[src/rtl/hazard_stall_ctrl_pkg.sv]
// Shared constants for the D-stage hazard / stall controller.
// Holds the Tuse/Tnew encodings, the default MDU latencies and the
// register-zero constant used by the hazard comparators.
package hazard_stall_ctrl_pkg;

    // Tuse: cycles until the D instruction consumes a source register.
    localparam logic [1:0] TUSE_NOW  = 2'd0;
    localparam logic [1:0] TUSE_ONE  = 2'd1;
    localparam logic [1:0] TUSE_TWO  = 2'd2;
    localparam logic [1:0] TUSE_NONE = 2'd3;   // source not read; never stalls

    // Tnew: cycles until an in-flight writer produces its result (max 2).
    localparam logic [1:0] TNEW_READY = 2'd0;
    localparam logic [1:0] TNEW_MAX   = 2'd2;

    // Default multiply/divide unit latencies and busy-counter width.
    localparam int MULT_CYCLES_DEF = 5;
    localparam int DIV_CYCLES_DEF  = 10;
    localparam int CNT_W_DEF       = 4;

    // $0 is hard-wired zero: a match on it is never a real dependency.
    localparam logic [4:0] REG_ZERO = 5'd0;

endpackage

[src/rtl/md_busy_cnt.sv]
// Multiply/divide busy counter.
// A start pulse loads the operation latency (reloading even when already
// busy); the counter then counts down to zero and holds there.
// o_busy is taken straight from the registered count, so the first busy
// cycle is the one after the start pulse.
module md_busy_cnt
    import hazard_stall_ctrl_pkg::*;
#(
    parameter int MULT_CYCLES = MULT_CYCLES_DEF,
    parameter int DIV_CYCLES  = DIV_CYCLES_DEF,
    parameter int CNT_W       = CNT_W_DEF
) (
    input  logic clk,
    input  logic reset,
    input  logic i_start,
    input  logic i_is_div,
    output logic o_busy
);

    localparam logic [CNT_W-1:0] LOAD_MULT = CNT_W'(MULT_CYCLES);
    localparam logic [CNT_W-1:0] LOAD_DIV  = CNT_W'(DIV_CYCLES);
    localparam logic [CNT_W-1:0] CNT_ONE   = CNT_W'(1);

    logic [CNT_W-1:0] r_cnt;

    // Load on start, otherwise count down to zero and stay there.
    always_ff @(posedge clk) begin
        if (reset) begin
            r_cnt <= '0;
        end else if (i_start) begin
            r_cnt <= i_is_div ? LOAD_DIV : LOAD_MULT;
        end else if (r_cnt != '0) begin
            r_cnt <= r_cnt - CNT_ONE;
        end
    end

    assign o_busy = (r_cnt != '0);

endmodule

[src/rtl/hazard_stall_ctrl.sv]
// D-stage hazard detection and pipeline stall control.
// Compares the D instruction's source registers and Tuse against the
// E and M writers' destinations and Tnew, and holds a D-stage HI/LO
// instruction while the multiply/divide unit is busy.
//
// Control semantics: there is no handshake. Every output is valid in the
// same cycle as the inputs. When stall=1, PC and F/D hold (PC_en=FD_en=0)
// and D/E is cleared to a nop (DE_reset=1, which the D/E register gives
// priority over DE_en, so DE_en is simply tied high).
//
// Optional build macro STALL_STAT_EN adds saturating stall statistics
// outputs stall_cnt and md_stall_cnt.
module hazard_stall_ctrl
    import hazard_stall_ctrl_pkg::*;
#(
    parameter int MULT_CYCLES = MULT_CYCLES_DEF,
    parameter int DIV_CYCLES  = DIV_CYCLES_DEF,
    parameter int CNT_W       = CNT_W_DEF
) (
    input  logic        clk,
    input  logic        reset,
    input  logic [4:0]  D_rs,
    input  logic [4:0]  D_rt,
    input  logic [1:0]  D_Tuse_rs,
    input  logic [1:0]  D_Tuse_rt,
    input  logic        D_is_md,
    input  logic [4:0]  E_A3,
    input  logic [1:0]  E_Tnew,
    input  logic [4:0]  M_A3,
    input  logic [1:0]  M_Tnew,
    input  logic        E_md_start,
    input  logic        E_md_is_div,
    output logic        PC_en,
    output logic        FD_en,
    output logic        DE_en,
    output logic        DE_reset,
    output logic        md_busy
`ifdef STALL_STAT_EN
    ,
    output logic [31:0] stall_cnt,
    output logic [31:0] md_stall_cnt
`endif
);

    logic w_stall_rs;
    logic w_stall_rt;
    logic w_stall_md;
    logic w_stall;
    logic w_md_busy;

    md_busy_cnt #(
        .MULT_CYCLES (MULT_CYCLES),
        .DIV_CYCLES  (DIV_CYCLES),
        .CNT_W       (CNT_W)
    ) u_md_busy_cnt (
        .clk      (clk),
        .reset    (reset),
        .i_start  (E_md_start),
        .i_is_div (E_md_is_div),
        .o_busy   (w_md_busy)
    );

    // A source stalls when a later stage will write it but its result
    // arrives later than the D instruction needs it.
    assign w_stall_rs = (D_rs != REG_ZERO) &&
                        (((D_rs == E_A3) && (E_Tnew > D_Tuse_rs)) ||
                         ((D_rs == M_A3) && (M_Tnew > D_Tuse_rs)));

    assign w_stall_rt = (D_rt != REG_ZERO) &&
                        (((D_rt == E_A3) && (E_Tnew > D_Tuse_rt)) ||
                         ((D_rt == M_A3) && (M_Tnew > D_Tuse_rt)));

    // The start cycle itself is covered by E_md_start; later cycles by the counter.
    assign w_stall_md = D_is_md && (E_md_start || w_md_busy);

    assign w_stall = w_stall_rs || w_stall_rt || w_stall_md;

    assign PC_en    = ~w_stall;
    assign FD_en    = ~w_stall;
    assign DE_en    = 1'b1;
    assign DE_reset = w_stall;
    assign md_busy  = w_md_busy;

`ifdef STALL_STAT_EN
    logic [31:0] r_stall_cnt;
    logic [31:0] r_md_stall_cnt;

    // Saturating count of all stall cycles and of MDU-caused stall cycles.
    always_ff @(posedge clk) begin
        if (reset) begin
            r_stall_cnt    <= '0;
            r_md_stall_cnt <= '0;
        end else begin
            if (w_stall && (r_stall_cnt != '1)) begin
                r_stall_cnt <= r_stall_cnt + 32'd1;
            end
            if (w_stall_md && (r_md_stall_cnt != '1)) begin
                r_md_stall_cnt <= r_md_stall_cnt + 32'd1;
            end
        end
    end

    assign stall_cnt    = r_stall_cnt;
    assign md_stall_cnt = r_md_stall_cnt;
`endif

endmodule

[config.mk]
export PLATFORM = sky130hd
export DESIGN_NAME = hazard_stall_ctrl
export DESIGN_NICKNAME = d
export VERILOG_FILES = /design/src/rtl/hazard_stall_ctrl_pkg.sv /design/src/rtl/md_busy_cnt.sv /design/src/rtl/hazard_stall_ctrl.sv
export SDC_FILE = /design/constraint.sdc
export NUM_CORES = 1
export LEC_CHECK = 0
export BUFFER_PORTS_ARGS = -buffer_cell sky130_fd_sc_hd__clkbuf_2
export CAP_MARGIN = 20
export CORE_AREA = 3 3 43 45
export CTS_BUF_LIST = sky130_fd_sc_hd__clkbuf_8
export CTS_CLUSTER_DIAMETER = 120
export DETAILED_ROUTE_END_ITERATION = 10
export DIE_AREA = 0 0 46 48
export PLACE_DENSITY_LB_ADDON = 0.12
export SYNTH_ARGS = -nofsm -noshare
export SYNTH_HDL_FRONTEND = slang
export SYNTH_SLANG_ARGS = --single-unit
[constraint.sdc]
create_clock -name clk -period 1.8 [get_ports clk]
set_input_delay 0.27 -clock clk [delete_from_list [all_inputs] [get_ports clk]]
set_output_delay 0.27 -clock clk [all_outputs]
set_load 0.005 [all_outputs]
# Word-level counts from Yosys, hierarchy flattened
# Index checks and enable logic that the tools add are counted.
# W data, S select, Z words.
totals:
  ff_bits: 4
  in_bits: 33
  output_inout_bits: 5
  wordCells: 30
op_classes:
  add_sub_neg: 1
  magnitude_cmp: 4
  eq_ne: 4
  muxes: 3
  n_bitwise: 1
  reduce_logical: 16
op_table:
  columns: ["op", "n"]
  rows:
  - ["$eq A5 B5 Y1", 4]
  - ["$mux W4", 3]
  - ["$reduce_bool A5 Y1", 2]
  - ["$gt A2 B2 Y1", 4]
  - ["$logic_and A1 B1 Y1", 7]
  - ["$logic_or A1 B1 Y1", 5]
  - ["$reduce_bool A4 Y1", 1]
  - ["$sub A4 B1 Y4 const B", 1]
  - ["$reduce_bool A2 Y1", 1]
  - ["$not A1 Y1", 1]

# Longest topological paths before layout
logic_depth:
  word_depth: 7
  mapped_depth: 8
  ltp_nobuf: 7

# Cells and area by module
# Synthesis repeated with hierarchy kept, for this count alone.
hier_totals:
  hier_cells: 87
  area_unflattened_um2: 693.2
by_module_without_submodules:
  columns: ["mod", "instances", "cells_per_inst", "area_each_um2", "seq_area_each_um2"]
  rows:
  - ["hazard_stall_ctrl", 1, 61, 460.4, 0.0]
  - ["md_busy_cnt", 1, 26, 232.7, 80.1]

# Worst setup path before layout
# OpenSTA, ideal clock, no wires.
synth_timing:
  path_kind: "input -> output"
  start: "in D_Tuse_rt[1]"
  end: "out PC_en"
  arrival_time_ns: 1.467
  required_ns: 1.530
  path_slack_ns: 0.063
  cell_stages: 8
  path_buffers: 1
  cell_sequence: "inv_1 -> ha_1 -> nand2_1 -> nand4_1 -> nor4_1 -> o22ai_1 -> and3_1 -> buf_4"
synth_via:
  elab_chain_len: 7
synth_rtl:
  columns: ["element", "line", "source"]
  rows:
  - ["start, declared", "hazard_stall_ctrl.sv:25", "input logic [1:0] D_Tuse_rt,"]
  - ["$gt A2 B2 Y1 (on tied branches)", "hazard_stall_ctrl.sv:70, hazard_stall_ctrl.sv:71", null]
  - ["$logic_and A1 B1 Y1 (on tied branches)", "hazard_stall_ctrl.sv:70, hazard_stall_ctrl.sv:71", null]
  - ["$logic_or A1 B1 Y1 *", "hazard_stall_ctrl.sv:70", "(((D_rt == E_A3) && (E_Tnew > D_Tuse_rt)) ||"]
  - ["$logic_and A1 B1 Y1 *", "hazard_stall_ctrl.sv:69", "assign w_stall_rt = (D_rt != REG_ZERO) &&"]
  - ["$logic_or A1 B1 Y1 * (2 in series)", "hazard_stall_ctrl.sv:76", "assign w_stall = w_stall_rs || w_stall_rt || w_stall_md;"]
  - ["$not A1 Y1 *", null, null]
  - ["end, declared", "hazard_stall_ctrl.sv:33", "output logic PC_en,"]
# Every way passes the cells marked *; elsewhere a longest branch is shown, timed or not.

# Worst setup path in the final report
layout_timing:
  start: "reg u_md_busy_cnt.r_cnt[0]"
  end: "out FD_en"
layout_via:
  elab_chain_len: 5
layout_rtl:
  columns: ["element", "line", "source"]
  rows:
  - ["start, declared", "md_busy_cnt.sv:24", "logic [CNT_W-1:0] r_cnt;"]
  - ["start signal, assigned", "md_busy_cnt.sv:31", "r_cnt <= i_is_div ? LOAD_DIV : LOAD_MULT;"]
  - ["start signal, assigned", "md_busy_cnt.sv:33", "r_cnt <= r_cnt - CNT_ONE;"]
  - ["$reduce_bool A4 Y1", "md_busy_cnt.sv:37", "assign o_busy = (r_cnt != '0);"]
  - ["$logic_or A1 B1 Y1", "hazard_stall_ctrl.sv:74", "assign w_stall_md = D_is_md && (E_md_start || w_md_busy);"]
  - ["$logic_and A1 B1 Y1", "hazard_stall_ctrl.sv:74", null]
  - ["$logic_or A1 B1 Y1", "hazard_stall_ctrl.sv:76", null]
  - ["$not A1 Y1", "hazard_stall_ctrl.sv:79", "assign FD_en = ~w_stall;"]
  - ["end, declared", "hazard_stall_ctrl.sv:34", "output logic FD_en,"]
# No other way between the ends.

==> flow_summary.json <==
{
  "drive_gt1_share_pct": 46.56,
  "multi_input_area_um2": 604.3,
  "hold_viol_final": 0,
  "start_kind": "register",
  "setup_viol": 2,
  "holdPathEnd": "u_md_busy_cnt.r_cnt[0]",
  "top_register": "u_md_busy_cnt.r_cnt",
  "cellPowerDensity_nw_per_um2": 554.2,
  "io_pins": 38,
  "reg2reg_slack_ns": 0.25,
  "wl_per_cell_um": 12.11,
  "worst_slack_ns": -0.03170,
  "leakagePower_nw": 0.4926,
  "worstPathCellList": "inv_2 > ha_1 > or3b_4 > o21ai_4 > and3_4 > clkbuf_2",
  "num_rows": 14,
  "hold_class": "in2reg",
  "power_mw": 0.5665,
  "htreeDepth": 1,
  "start_util_pct": 44.77,
  "drc": 0,
  "r2r_end": "u_md_busy_cnt.r_cnt[1]",
  "reg_top3": "u_md_busy_cnt.r_cnt x4",
  "syn_area_um2": 674.4,
  "core_area_um2": 1506,
  "crit_arrival_ns": 1.56,
  "rsz0062_at_grt": "yes",
  "cp.required_ns": 1.53,
  "violations": "negative setup slack",
  "viasPerCell": 4.762,
  "antenna_cells": 0,
  "ys_warn_count": 0,
  "fmax_mhz": 545.9,
  "cts_root_buf": "clkbuf_8",
  "r2r_start": "u_md_busy_cnt.r_cnt[0]",
  "post-route-min-period_ns": 1.832,
  "synth_seq_area_share_pct": 11.87,
  "die_y_um": 48,
  "critPathKind": "reg2out",
  "min_path_cells": 2,
  "port_buffers": 36,
  "final_nets": 176,
  "status": "complete, but fails checks",
  "antenna_found_initial": 0,
  "synthesis.nets": 130,
  "fin_setup_tns_ns": -0.06188,
  "fin_skew_ns": 0.003452,
  "final_cells": 147,
  "final_cell_area_um2": 1022,
  "area_growth_pct": 51.58,
  "vias": 700,
  "gp_congestion": 0.7270,
  "first_pass_iters": 1,
  "clkSinkCount": 4,
  "utilization_pct": 67.86,
  "critPathSlowestCell": "or3b_4",
  "vdd_drop_max_mv": 0.5013,
  "drt_iter0_drc": 0,
  "grt_usage_pct": 17.42,
  "netlist_instances": 87,
  "period_share_pct": 101.8,
  "finalWirelength_mm": 1.780,
  "sequential_cell_area_um2": 82.58,
  "cap_violations": 0,
  "dp_hpwl_mm": 1.531,
  "grt_max_degree": 8,
  "cts_tree": "built",
  "ctsHoldBuffers": 0,
  "antenna_left": 0,
  "largest_reg_flops": 4,
  "ys_ff_latch": 4,
  "place_inst": 142,
  "syn_area_per_cell_um2": 7.752,
  "end_kind": "primary output",
  "cpPeakStageDelay_ns": 0.39,
  "grt_pass1_vias": 676,
  "cts_max_path_buffers": 2,
  "worst-path-max-fanout": 2,
  "drv_slew": 0,
  "die_w_um": 46,
  "grt_pass1_wl_mm": 2.766,
  "globalRoute.totalOverflow": 0,
  "cts_made_buffers": 3,
  "r2r_cells": 7,
  "nFillCells": 141,
  "path_clk_slew_ns": 0.03,
  "ys_types": 27,
  "dieArea_um2": 2208,
  "worstSkewPairLatency_ns": 0.21,
  "place_area_um2": 899.6,
  "min_from": "reset"
}
==> what timing repair did <==
item / CTS / global route
pin swaps: 3 / 8
setup buffers: 2 / 0
endpoints found under the setup margin: 3 / 3
gates cloned: 0 / 0
gates resized for setup: 11 / 6
==> cells in the mapped netlist, drive strengths merged <==
cell type | n | area, um^2
conb | 1 | 3.750
ha | 10 | 125.1
o21a | 1 | 7.510
nand2 | 4 | 15.01
a211oi | 1 | 7.510
nand2b | 1 | 6.260
nand3 | 2 | 10.01
nor2b | 2 | 12.51
xnor2 | 14 | 122.6
or3b | 1 | 8.760
xor2 | 9 | 78.83
buf | 2 | 15.01
a22oi | 1 | 7.510
nor3 | 1 | 5.000
o22ai | 2 | 12.51
a21oi | 5 | 25.02
nand4 | 3 | 18.77
o21ai | 2 | 10.00
clkbuf | 1 | 5.000
nor4 | 3 | 18.77
and3 | 1 | 6.260
a2111oi | 1 | 8.760
nor2 | 4 | 15.01
or4 | 2 | 15.01
inv | 9 | 33.78
dfxtp | 4 | 80.08
==> metal layers <==
| layer | up-vias | routed length [um] | track usage, % | share of wire (%) |
|---|---|---|---|---|
| li1 | 389 | - | - | - |
| met1 | 288 | 833 | 22.76 | 47 |
| met2 | 23 | 832 | 28.85 | 47 |
| met3 | 0 | 113 | 2.256 | 6.3 |
| met4 | 0 | 0 | 6.818 | 0 |
| met5 | - | 0 | 0 | 0 |
==> logic make-up (layout without fill, tap and decap cells) <==
| family | after synthesis | in the layout | synth area share, % |
|---|---|---|---|
| AND/OR/NAND/NOR | 24 | 24 | 19.48 |
| XOR/XNOR | 23 | 23 | 29.87 |
| AO/OA/AOI/OAI | 13 | 13 | 11.69 |
| buffers and inverters | 12 | 56 | 7.976 |
| adder cells (fa/ha/maj) | 10 | 10 | 18.55 |
| flip-flops | 4 | 4 | 11.87 |
| other | 1 | 1 | 0.5561 |
==> worst max-delay path by stage <==
| stage | from | endpoint | slack [ns] | depth (start not counted) |
|---|---|---|---|---|
| 2_1_floorplan | D_Tuse_rt[1] | PC_en | 0.06 | 8 |
| 3_3_place_gp | D_Tuse_rs[1] | PC_en | -0.18 | 9 |
| 3_5_place_dp | D_Tuse_rs[1] | FD_en | -0.20 | 9 |
| 4_1_cts | u_md_busy_cnt.r_cnt[0] | FD_en | -0.07 | 6 |
| 5_1_grt | D_Tuse_rt[1] | FD_en | -0.08 | 9 |
| 6_report | u_md_busy_cnt.r_cnt[0] | FD_en | -0.03 | 6 |
==> metrics by stage <==
| stage | hold slack (ns) | setup WS, ns |
|---|---|---|
| CTS | 0.2570 | -0.06693 |
| floorplan | 0.3391 | 0.06256 |
| finish | 0.2544 | -0.03170 |
| global route | 0.2696 | -0.08171 |
| detailed placement | 0.4880 | -0.1957 |
| global placement | 0.4804 | -0.1846 |
==> cell usage in the layout, fill, tap and decap left out, drive strengths merged, types with 2 or more instances in the layout <==
cell type	instances
clkbuf	39
xnor2	14
ha	10
xor2	9
inv	9
buf	8
a21oi	5
nand2	4
nor2	4
dfxtp	4
nand4	3
nor4	3
nand3	2
or4	2
o22ai	2
nor2b	2
o21ai	2
==> power breakdown <==
part | switching [mW] | internal (mW) | total [mW]
clock | 0.0422 | 0.142 | 0.184
combinational | 0.127 | 0.146 | 0.273
sequential | 0.00872 | 0.100 | 0.109
total | 0.178 | 0.388 | 0.567
==> worst max-delay path, delay by kind of cell (launching register included) <==
family	cells	cell delay [ns]
compound gates	1	0.15
fa+ha+maj	1	0.13
buf+inv	2	0.16
flops	1	0.31
simple gates	2	0.59
==> cell type report <==
cell class / count / area share, %
clock buffer: 3 / 4.039
inverter: 9 / 3.305
multi-input combinational: 71 / 59.12
sequential: 4 / 8.078
tap: 16 / 1.958
timing repair buffer: 44 / 23.50
No activity file was read; power rests on OpenSTA's default activity.
